--- src/rtl/keypad_key_filter.sv ---
// Keypad debouncer: filters one-hot row/column samples into a held key, key code and press/release pulses.
// Optional auto-repeat of press_pulse is enabled by defining KEYPAD_AUTOREPEAT_EN.
module keypad_key_filter #(
   parameter int unsigned ROWS            = 4,
   parameter int unsigned COLS            = 4,
   parameter int unsigned DEBOUNCE_CYCLES = 60000,
   parameter int unsigned RELEASE_CYCLES  = 60000,
   parameter int unsigned REPEAT_DELAY    = 1500000,
   parameter int unsigned REPEAT_PERIOD   = 300000,
   localparam int unsigned CODE_W = (ROWS * COLS > 1) ? $clog2(ROWS * COLS) : 1
) (
   input  logic              clk,
   input  logic              rst,
   input  logic              key_pressed,
   input  logic [ROWS-1:0]   row_idx,
   input  logic [COLS-1:0]   col_idx,
   output logic              key_valid,
   output logic [ROWS-1:0]   key_row,
   output logic [COLS-1:0]   key_col,
   output logic [CODE_W-1:0] key_code,
   output logic              press_pulse,
   output logic              release_pulse
);

   localparam int unsigned CNT_MAX = (DEBOUNCE_CYCLES > RELEASE_CYCLES) ? DEBOUNCE_CYCLES : RELEASE_CYCLES;
   localparam int unsigned CW      = $clog2(CNT_MAX + 1);
   localparam logic [CW-1:0] DEB_LAST = CW'(DEBOUNCE_CYCLES - 1);
   localparam logic [CW-1:0] REL_LAST = CW'(RELEASE_CYCLES - 1);

   typedef enum logic [1:0] {
      IDLE         = 2'd0,
      PRESS_WAIT   = 2'd1,
      HELD         = 2'd2,
      RELEASE_WAIT = 2'd3
   } state_t;

   state_t            state_r, state_s;
   logic [CW-1:0]     cnt_r, cnt_s;
   logic [ROWS-1:0]   lat_row_r, lat_row_s;
   logic [COLS-1:0]   lat_col_r, lat_col_s;
   logic              valid_d_s;
   logic [ROWS-1:0]   row_d_s;
   logic [COLS-1:0]   col_d_s;
   logic [CODE_W-1:0] code_d_s;
   logic              press_d_s, release_d_s, accept_s, rep_pulse_s;
   logic              sample_ok_s, match_s;

   function automatic logic [CODE_W-1:0] code_of(input logic [ROWS-1:0] r, input logic [COLS-1:0] c);
      int rp;
      int cp;
      rp = 0;
      cp = 0;
      for (int i = 0; i < int'(ROWS); i++) if (r[i]) rp = i;
      for (int j = 0; j < int'(COLS); j++) if (c[j]) cp = j;
      return CODE_W'(rp * int'(COLS) + cp);
   endfunction

   assign sample_ok_s = key_pressed && $onehot(row_idx) && $onehot(col_idx);
   assign match_s     = sample_ok_s && (row_idx == lat_row_r) && (col_idx == lat_col_r);

   // Debounce state machine: next state, shared counter, latch and next output values.
   always_comb begin
      state_s     = state_r;
      cnt_s       = cnt_r;
      lat_row_s   = lat_row_r;
      lat_col_s   = lat_col_r;
      valid_d_s   = key_valid;
      row_d_s     = key_row;
      col_d_s     = key_col;
      code_d_s    = key_code;
      press_d_s   = 1'b0;
      release_d_s = 1'b0;
      accept_s    = 1'b0;
      case (state_r)
         IDLE: begin
            if (sample_ok_s) begin
               lat_row_s = row_idx;
               lat_col_s = col_idx;
               cnt_s     = '0;
               state_s   = PRESS_WAIT;
            end else begin
               state_s = IDLE;
            end
         end
         PRESS_WAIT: begin
            if (match_s) begin
               if (cnt_r == DEB_LAST) begin
                  state_s   = HELD;
                  cnt_s     = '0;
                  valid_d_s = 1'b1;
                  row_d_s   = lat_row_r;
                  col_d_s   = lat_col_r;
                  code_d_s  = code_of(lat_row_r, lat_col_r);
                  press_d_s = 1'b1;
                  accept_s  = 1'b1;
               end else begin
                  cnt_s = cnt_r + CW'(1);
               end
            end else if (sample_ok_s) begin
               lat_row_s = row_idx;
               lat_col_s = col_idx;
               cnt_s     = '0;
            end else begin
               state_s   = IDLE;
               cnt_s     = '0;
               lat_row_s = '0;
               lat_col_s = '0;
            end
         end
         HELD: begin
            cnt_s = '0;
            if (match_s) begin
               state_s = HELD;
            end else begin
               state_s = RELEASE_WAIT;
            end
         end
         RELEASE_WAIT: begin
            if (match_s) begin
               state_s = HELD;
               cnt_s   = '0;
            end else if (cnt_r == REL_LAST) begin
               state_s     = IDLE;
               cnt_s       = '0;
               lat_row_s   = '0;
               lat_col_s   = '0;
               valid_d_s   = 1'b0;
               row_d_s     = '0;
               col_d_s     = '0;
               code_d_s    = '0;
               release_d_s = 1'b1;
            end else begin
               cnt_s = cnt_r + CW'(1);
            end
         end
         default: begin
            state_s   = IDLE;
            cnt_s     = '0;
            lat_row_s = '0;
            lat_col_s = '0;
            valid_d_s = 1'b0;
            row_d_s   = '0;
            col_d_s   = '0;
            code_d_s  = '0;
         end
      endcase
   end

`ifdef KEYPAD_AUTOREPEAT_EN
   localparam int unsigned RMAX = (REPEAT_DELAY > REPEAT_PERIOD) ? REPEAT_DELAY : REPEAT_PERIOD;
   localparam int unsigned RW   = $clog2(RMAX + 1);
   localparam logic [RW-1:0] RD_LAST = RW'(REPEAT_DELAY - 1);
   localparam logic [RW-1:0] RP_LAST = RW'(REPEAT_PERIOD - 1);

   logic [RW-1:0] rep_cnt_r, rep_cnt_s;
   logic          rep_periodic_r, rep_periodic_s;

   // Repeat timer: initial delay after accept, then fixed period; pauses while a release is pending.
   always_comb begin
      rep_cnt_s      = rep_cnt_r;
      rep_periodic_s = rep_periodic_r;
      rep_pulse_s    = 1'b0;
      if (accept_s || release_d_s) begin
         rep_cnt_s      = '0;
         rep_periodic_s = 1'b0;
      end else if (state_r == HELD && match_s) begin
         if (rep_cnt_r == (rep_periodic_r ? RP_LAST : RD_LAST)) begin
            rep_pulse_s    = 1'b1;
            rep_cnt_s      = '0;
            rep_periodic_s = 1'b1;
         end else begin
            rep_cnt_s = rep_cnt_r + RW'(1);
         end
      end else begin
         rep_cnt_s = rep_cnt_r;
      end
   end

   // Repeat timer registers.
   always_ff @(posedge clk) begin
      if (rst) begin
         rep_cnt_r      <= '0;
         rep_periodic_r <= 1'b0;
      end else begin
         rep_cnt_r      <= rep_cnt_s;
         rep_periodic_r <= rep_periodic_s;
      end
   end
`else
   // Repeat timing has no effect in this build.
   logic unused_repeat_cfg_s;
   assign unused_repeat_cfg_s = (REPEAT_DELAY > 0) ^ (REPEAT_PERIOD > 0);
   assign rep_pulse_s = 1'b0;
`endif

   // State, counter, latch and output registers.
   always_ff @(posedge clk) begin
      if (rst) begin
         state_r       <= IDLE;
         cnt_r         <= '0;
         lat_row_r     <= '0;
         lat_col_r     <= '0;
         key_valid     <= 1'b0;
         key_row       <= '0;
         key_col       <= '0;
         key_code      <= '0;
         press_pulse   <= 1'b0;
         release_pulse <= 1'b0;
      end else begin
         state_r       <= state_s;
         cnt_r         <= cnt_s;
         lat_row_r     <= lat_row_s;
         lat_col_r     <= lat_col_s;
         key_valid     <= valid_d_s;
         key_row       <= row_d_s;
         key_col       <= col_d_s;
         key_code      <= code_d_s;
         press_pulse   <= press_d_s | rep_pulse_s;
         release_pulse <= release_d_s;
      end
   end

endmodule

--- config.mk ---
export PLATFORM = sky130hd
export DESIGN_NAME = keypad_key_filter
export DESIGN_NICKNAME = d
export VERILOG_FILES = /design/src/rtl/keypad_key_filter.sv
export SDC_FILE = /design/constraint.sdc
export NUM_CORES = 1
export LEC_CHECK = 0
export ABC_AREA = 1
export CORE_MARGIN = 4
export CORE_UTILIZATION = 30
export DETAILED_ROUTE_END_ITERATION = 10
export GPL_TIMING_DRIVEN = 0
export PLACE_DENSITY_LB_ADDON = 0.1
export SLEW_MARGIN = 5
export SYNTH_ARGS = -nofsm -noshare
export SYNTH_HDL_FRONTEND = slang
export SYNTH_SLANG_ARGS = --single-unit
--- constraint.sdc ---
create_clock -name clk -period 5.2 [get_ports clk]
set_input_delay 0.78 -clock clk [delete_from_list [all_inputs] [get_ports clk]]
set_output_delay 0.78 -clock clk [all_outputs]
set_load 0.03 [all_outputs]
# Word level (Yosys, flattened, before mapping)
# Index checks and enable logic that the tools add are counted.
# Widths: inputs -> output; s select.
# op_classes
add_sub_neg	8
mul	0
div	0
magnitude_cmp	0
eq_ne	17
n_shift	0
n_mux	50
n_bitwise	3
reduce_logical	12
# ops
op	count
$mux 4	18
$mux 16	4
$pmux 16 s4	1
$pmux 4 s2	3
$pmux 4 s3	2
$mux 2	11
$add 16x1->16 const B	1
$eq 16x16->1 const B	1
$ne 2x2->1 const B	6
$reduce_and 5->1	2
$mux 1	9
$ne 3x3->1 const B	3
$add 1x1->2	4
$eq 4x4->1	2
$pmux 2 s4	1
$add 2x2->3	2
$eq 3x1->1 const B	2
$reduce_or 3->1	2
$add 4x4->4	1
$eq 2x2->1 const B	2
$logic_and 1x1->1	4
$not 1->1	3
$reduce_and 3->1	1
$reduce_bool 3->1	1
other kinds (4)	4
# word_totals
regBits	41
latchBits	0
mem_bits_rw	0
romBits	0
input_bits	11
elab_cells	100
memories	0

# Depth between registers and ports, before layout
# Gate-level depths: netlist of run 1.
# logic_depth
depth_word	13
ltp_mapped	18

# Worst setup path before layout of run 1
# OpenSTA, ideal clock, no wires.
# synth_timing
kind	input to register
startpoint	input port row_idx[0]
endpoint	register key_col[3]
arrival_time_ns	2.934
required_time_ns	5.059
setup_slack_ns	2.125
stages	18
n_path_buf	1
path_cell_list	inv_1 > fa_1 > inv_1 > ha_1 > ha_1 > inv_1 > nand2_1 > nor2_1 > nand2_1 > nor2_1 > nand3_2 > nor2_2 > nand2_2 > nand2_4 > nand2_4 > buf_6 > nand2_2 > a21oi_1
# synth_via
elab_chain_len	9
# synth_rtl
element	line_no	text
from (decl)	15	input logic [ROWS-1:0] row_idx,
$add 1x1->2 (not written as such)	58	assign sample_ok_s = key_pressed && $onehot(row_idx) && $onehot(col_idx);
$add 2x2->3 (not written as such)	58	
$eq 3x1->1	58	
$logic_and 1x1->1 (2 in a row)	58	
$logic_and 1x1->1 (*) (2 in a row)	59	assign match_s = sample_ok_s && (row_idx == lat_row_r) && (col_idx == lat_col_r);
$ne 2x2->1 (no line)	--	
$reduce_and 5->1 (no line) (*)	--	
to (signal assigned)	216	key_col <= col_d_s;
to (decl)	19	output logic [COLS-1:0] key_col,
# Mark *: on every way between the ends. The rest lies on a longest branch, timed or not.
# A chain may end at the register's enable or synchronous reset.

# Worst setup path in the final report of run 1
# layout_timing
startpoint	input port row_idx[0]
endpoint	register key_col[0]
# Same word-level chain as after synthesis.

==> results.toml, run 1 <==
[run_status]
outcome = "finished clean"

[drt]
dr.pass1.iters = 5
postRouteWirelength_mm = 5.75
remaining_drc_errors = 0
vias = 2192
drt-vias-per-instance = 4.46
routed_wire_length_per_instance_um = 11.7
drt_first_iter_violations = 84
ant_nets = 0

[yosys]
mappedNetlistArea_um2 = 2470
synthTopCellsByArea = "dfxtp_1 (33%), nand2_1 (10%), inv_1 (8.2%), nor2_1 (7.7%), nand4_1 (5.3%)"
ys_dominant_reg_cell = "dfxtp_1"
post_synth_most_frequent_cells = "nand2_1 (69), inv_1 (54), nor2_1 (51)"
synth_enable_flop_cells = 0
postSynthRegisterBits = 41
synth.largest_area_cell = "dfxtp_1"
count_of_distinct_cell_types_in_the_synthesized_netlist = 34
postSynthAreaPerCell_um2 = 6.95
synthDominantCellAreaShare_pct = 33.2
yosys.cell_count.top_type = "nand2_1"
synth.yosys.seq_area_share_pct = 33.2
synth_async_sr_flop_share_pct = 0
netlist_instances = 356
synthesis_warning_total = 0
syn_nets = 379

[global_routing]
first_pass_grt_wire_length_mm = 9.93
grt_met1_use_pct = 19.0
antenna_violations_before_repair = 0
grt_most_used_layer = "met1"
grt_start_max_net_pins = 13
globalRouteTotalUtil_pct = 12.4
global_route.overflow_total = 0
grtUsageMet2_pct = 16.9
grt_util_met3_pct = 2.90
first_global_vias = 2012

[clock_tree]
htree_num_levels = 2
post_cts_resized = 0
post_cts_hold_buffer_count = 0
post_cts_buffers = 0
clockBufferDepth = 2
clock-root-buffer = "clkbuf_8"
cts_tree = "built"
tritoncts.num_buffers = 5
worstSkewPairLatency_ns = 0.29
cts.clk_slew.worst_paths_ns = 0.08
clock_sinks = 41

[placed_design]
finalWeightedCongestion = 0.797
place.port_buffers = 25
detailed_place_hpwl_mm = 4.60

[timing]
timing_max_transition_violations_final = 0
max_slew_headroom_pct = 58.5
post-route-period-util_pct = 67.4
finalWorstPathRequiredPeriod_ns = 3.50
finalHoldViolCount = 0
grt_setup_unrepaired = "no"
worst_hold_slack_ns = 0.464
maxClockFrequency_ghz = 0.285
skew_ns = 0.00350
final.setup.tns_ns = 0
timing.final.setup_violations = 0
worstMarginPinSlew_ns = 0.623

[power_and_ir_drop]
p_int_w = 0.000546
pwr-share-clk_pct = 22.5
power.combinational.fraction_pct = 37.7
power.sequential.fraction_pct = 39.8
static-leakage-power_nw = 1.17
vdd.ir_drop.worst_uv = 100
power_density_nw_per_um2 = 305
p_sw_share_pct = 39.1
power.net_switching_w = 0.000350

[setup_path]
worstSetupPathType = "in2reg"
wp_data_arrival_ns = 3.66
path_common_cell = "inv_1"
cp_slowest_stage_delay_ns = 0.55
endpoint_kind = "register"
worstPathBufferInverterCount = 5
cp.required_ns = 5.36
top_cell_family_by_delay_on_the_critical_path = "simple AND/OR/NAND/NOR gates"
worstSetupStartpointType = "primary input"
crit_path_cell_trace = "clkdlybuf4s50_1 -> inv_1 -> fa_1 -> inv_1 -> ha_1 -> ha_1 -> inv_1 -> nand2_1 -> nor2_1 -> nand2_1 -> nor2_1 -> nand3_2 -> nor2_2 -> nand2_2 -> nand2_4 -> nand2_4 -> buf_6 -> nand2_2 -> a21oi_2"
critPathMaxFanout = 10
critical-path-slowest-cell = "fa_1"

[layout]
synthToLayoutAreaGrowth_pct = 18.6
fill_cells = 862
layout.nets = 411
layout-drive-gt1-share_pct = 12.6
num_antenna_cells = 0

[floorplan]
floorplan.die_area_um2 = 9760
core-area_um2 = 7890
die_w_um = 98.8
start_util_pct = 31.4
fp.dieH_um = 98.8
top_level_ports = 26
total_number_of_placement_rows = 32

[flow_run]
timing.max_cap.violations = 0

[hold_path]
tightest_hold_check_type = "reg2reg"
## power groups by stage
stage	combinational (W)	clock, W	sequential, W
2_1_floorplan	0.000259	0	0.000359
3_3_place_gp	0.000339	0	0.000364
3_5_place_dp	0.000340	0	0.000365
4_1_cts	0.000341	0.000214	0.000357
5_1_grt	0.000393	0.000225	0.000361
6_report	0.000338	0.000201	0.000357
## cell families (layout without fill, tap and decap cells)
logic type	after synthesis	after routing	synth area share (%)
compound gates	42	42	9.96
xor+xnor	6	6	2.12
fa+ha+maj	12	12	6.68
buf+inv	67	100	11.4
flops	41	41	33.2
simple gates	188	188	36.6
## layer usage
metal / vias up / share of wire, %
li1: 1199 / -
met1: 953 / 56
met2: 32 / 39
met3: 8 / 4.0
met4: 0 / 1.4
met5: - / 0
## cells in the final DEF, fill, tap and decap left out, types with 2 or more instances in the layout
master           instances
buf_6                    3
clkbuf_1                 4
nor3_1                   7
xor2_1                   2
clkbuf_8                 5
nand4_1                 21
nand3_1                 12
o211ai_1                 2
nand3_2                  2
nor2_4                   2
ha_1                    10
nand2_4                  4
nor2_1                  51
clkinv_2                 2
a21oi_2                  7
clkdlybuf4s50_1         25
o21ai_1                  8
dfxtp_1                 41
a21oi_1                 17
fa_1                     2
o21ai_0                  6
xnor2_1                  4
nor2_2                   3
inv_1                   54
nand2_1                 69
nand2_2                 13
inv_2                    3
## worst min-delay path, cell delays in order (launching register included)
cell	delay, ns
dfxtp_1	0.32
nand2_2	0.07
a21oi_2	0.04
## through the flow
| step | cell area [um^2] | total power, W | setup slack, ns | cells | util, % |
|---|---|---|---|---|---|
| 2_1_floorplan | 2470 | 0.000618 | 2.12 | 356 | - |
| 3_3_place_gp | 2850 | 0.000704 | 1.37 | 483 | 36.2 |
| 3_5_place_dp | 2850 | 0.000704 | 1.37 | 483 | 36.2 |
| 4_1_cts | 2930 | 0.000912 | 1.67 | 491 | 37.2 |
| 5_1_grt | 2930 | 0.000978 | 1.41 | 491 | 37.2 |
| 6_report | 2930 | 0.000896 | 1.70 | 491 | 37.2 |
## area by class of cell
| cell class | instances | area, um^2 | share of cell area [%] |
|---|---|---|---|
| multi-input cells | 248 | 1370 | 46.7 |
| flip-flops and latches | 41 | 821 | 28.0 |
| repair buffers | 25 | 250 | 8.53 |
| inverters | 59 | 226 | 7.72 |
| well taps | 102 | 128 | 4.35 |
| clock buffers | 6 | 72.6 | 2.47 |
| plain buffers | 8 | 56.3 | 1.92 |
| clock inverters | 2 | 10.0 | 0.341 |
## path summary, 6_finish.rpt
check	from	endpoint	slack, ns	depth (start not counted)
setup / recovery	row_idx[0]	key_col[0]$_SDFFE_PP0P_	1.70	19
hold / removal	key_row[0]$_SDFFE_PP0P_	key_row[0]$_SDFFE_PP0P_	0.46	2
setup reg to reg	cnt_r[0]$_SDFFE_PP0N_	key_col[0]$_SDFFE_PP0P_	3.30	11
hold reg to reg	key_row[0]$_SDFFE_PP0P_	key_row[0]$_SDFFE_PP0P_	0.46	2
## sequential cells by signal (all words and copies together) (netlist names), named ones only
register	flops
key_row	4
cnt_r	16
press_pulse	1
lat_row_r	4
release_pulse	1
key_code	4
state_r	1
key_valid	1
lat_col_r	4
key_col	4
Note: power is estimated with default switching activity, not from simulation.
==> run 2: changes to the inputs <==
clock period = 3.2 ns   (was 5.2 ns; I/O delays follow)
==> run 2 against run 1 <==
  * Worst setup slack worse by 1.5 ns
  * Final cell count up 0.41%
  * Power increased by 63%
  * Die area unchanged
  * Critical path depth decreased by 2
  * Sequential cell count unchanged
  * First-iteration DRC count fell by 36%
==> results.toml, run 2 (same netlist as run 1, synthesis figures left out) <==
[layout]
post-route-util_pct = 37.7
number_of_flip_flops_under_the_largest_register_name = 16
synthToLayoutAreaGrowth_pct = 20.3
fill_cells = 859
ff_latch_area_um2 = 821
highest_count_cells_in_the_layout_ignoring_fill_and_taps = "nand2_1 (68), inv_1 (50), nor2_1 (49)"
num_antenna_cells = 0
layout.nets = 413
largest-register = "cnt_r"
layout-drive-gt1-share_pct = 15.1
multiInputGateArea_um2 = 1380
fin_area_um2 = 2980
layout_commonest_cell = "nand2_1"

[run_status]
outcome = "finished clean"

[setup_path]
worstSetupStartpointType = "primary input"
critical_path_depth = 17
cp_slowest_stage_delay_ns = 0.51
worstReg2RegStart = "cnt_r[0]$_SDFFE_PP0N_"
endpoint_kind = "register"
critical_path.reg2reg.endpoint = "key_col[0]$_SDFFE_PP0P_"
worstPathBufferInverterCount = 4
worstSetupPathType = "in2reg"
crit_path_cell_trace = "clkdlybuf4s50_1 -> inv_2 -> fa_1 -> inv_1 -> ha_1 -> ha_1 -> nor2_2 -> nand2_2 -> nor2_2 -> nand3_2 -> nor2_2 -> nand2_2 -> nand2_4 -> nand2_4 -> buf_8 -> nand2_2 -> a21oi_2"
worstSetupStartpoint = "col_idx[3]"
critPathMaxFanout = 10
depth_of_the_worst_register_to_register_path = 11
critical_path.endpoint = "key_col[0]$_SDFFE_PP0P_"
cp.required_ns = 3.36
top_cell_family_by_delay_on_the_critical_path = "simple AND/OR/NAND/NOR gates"
critical-path-slowest-cell = "clkdlybuf4s50_1"
r2r_setup_slack_ns = 1.32
wp_data_arrival_ns = 3.19

[placed_design]
detailed_place_hpwl_mm = 4.60
place.port_buffers = 25
finalWeightedCongestion = 0.797
placement.setup.worst_slack_ns = -0.326
placement.cell_area_um2 = 2850

[global_routing]
globalRouteTotalUtil_pct = 12.4
first_pass_grt_wire_length_mm = 9.93
antenna_violations_before_repair = 0
grt_start_max_net_pins = 13
first_global_vias = 2012
global_route.overflow_total = 0

[drt]
dr.pass1.iters = 5
drt_first_iter_violations = 54
routed_wire_length_per_instance_um = 11.7
remaining_drc_errors = 0
vias = 2206
ant_nets = 0
postRouteWirelength_mm = 5.77
drt-vias-per-instance = 4.47

[clock_tree]
clock-root-buffer = "clkbuf_8"
cts_tree = "built"
tritoncts.num_buffers = 5
htree_num_levels = 2
clock_sinks = 41
worstSkewPairLatency_ns = 0.29
post_cts_hold_buffer_count = 0
cts.clk_slew.worst_paths_ns = 0.08
clockBufferDepth = 2

[floorplan]
total_number_of_placement_rows = 32
start_util_pct = 31.4
die_w_um = 98.8
floorplan.die_area_um2 = 9760
core-area_um2 = 7890
fp.dieH_um = 98.8
top_level_ports = 26

[timing]
maxClockFrequency_ghz = 0.330
post-route-worst-setup-slack_ns = 0.170
post-route-period-util_pct = 94.7
skew_ns = 0.00387
max_slew_headroom_pct = 59.6
final.setup.tns_ns = 0
worst_hold_slack_ns = 0.463
timing.final.setup_violations = 0
timing_max_transition_violations_final = 0
worstMarginPinSlew_ns = 0.606
finalWorstPathRequiredPeriod_ns = 3.03
finalHoldViolCount = 0

[power_and_ir_drop]
vdd.ir_drop.worst_uv = 163
power_density_nw_per_um2 = 491
static-leakage-power_nw = 1.22

[hold_path]
tightest_hold_check_type = "reg2reg"

[flow_run]
timing.max_cap.violations = 0
[run 2: per-stage QoR]
stage	std cells	total power (W)
finish	493	0.00146
global route	493	0.00159
CTS	491	0.00148
detailed placement	483	0.00114
global placement	483	0.00114
floorplan	356	0.00100
[run 2: power by group]
part,leakage [nW],internal [W],total (W),switching (W)
Combinational,0.845,0.000193,0.000555,0.000362
Clock,0.0450,0.000151,0.000327,0.000176
Sequential,0.331,0.000544,0.000580,0.0000357
Total,1.22,0.000889,0.00146,0.000574
[run 2: how the worst min path moves through the flow]
| stage | from | to | cells past startpoint |
|---|---|---|---|
| 2_1_floorplan | cnt_r[0]$_SDFFE_PP0N_ | cnt_r[0]$_SDFFE_PP0N_ | 2 |
| 3_3_place_gp | key_code[0]$_SDFFE_PP0P_ | key_code[0]$_SDFFE_PP0P_ | 2 |
| 3_5_place_dp | key_row[3]$_SDFFE_PP0P_ | key_row[3]$_SDFFE_PP0P_ | 2 |
| 4_1_cts | key_valid$_SDFFE_PP0P_ | key_valid$_SDFFE_PP0P_ | 2 |
| 5_1_grt | key_row[1]$_SDFFE_PP0P_ | key_row[1]$_SDFFE_PP0P_ | 2 |
| 6_report | key_row[0]$_SDFFE_PP0P_ | key_row[0]$_SDFFE_PP0P_ | 2 |
[run 2: worst reg2reg max path: stages (launching register included)]
cell and delay [ns]:
dfxtp_1 0.36, ha_1 0.19, nand3_2 0.14, nor2_4 0.16, nand4_2 0.12, nor3_4 0.22
nand2_2 0.14, nand2_4 0.11, nand2_4 0.06, buf_8 0.15, nand2_2 0.07, a21oi_2 0.04
[run 2: cell type report]
| type | instances | area share, % |
|---|---|---|
| Buffer | 8 | 2.02 |
| Tap cell | 102 | 4.29 |
| Clock buffer | 6 | 2.44 |
| Multi-Input combinational cell | 248 | 46.4 |
| Clock inverter | 2 | 0.336 |
| Inverter | 59 | 7.61 |
| Timing Repair Buffer | 27 | 9.33 |
| Sequential cell | 41 | 27.6 |
[run 2: layer usage]
metal,part of all wire [%],vias to the layer above,routed length [um],GRT usage (%)
met5,0,-,0,0
met4,1.4,0,80,3.57
met3,4.2,8,241,2.90
met2,39,35,2240,16.9
met1,56,956,3210,19.0
li1,-,1207,-,-
[run 2: what timing repair did]
action	4_1_cts	5_1_grt
cloned	0	0
setup buffers	0	2
gates resized for setup	1	13
setup endpoints to repair	10	36
pin swaps	0	5
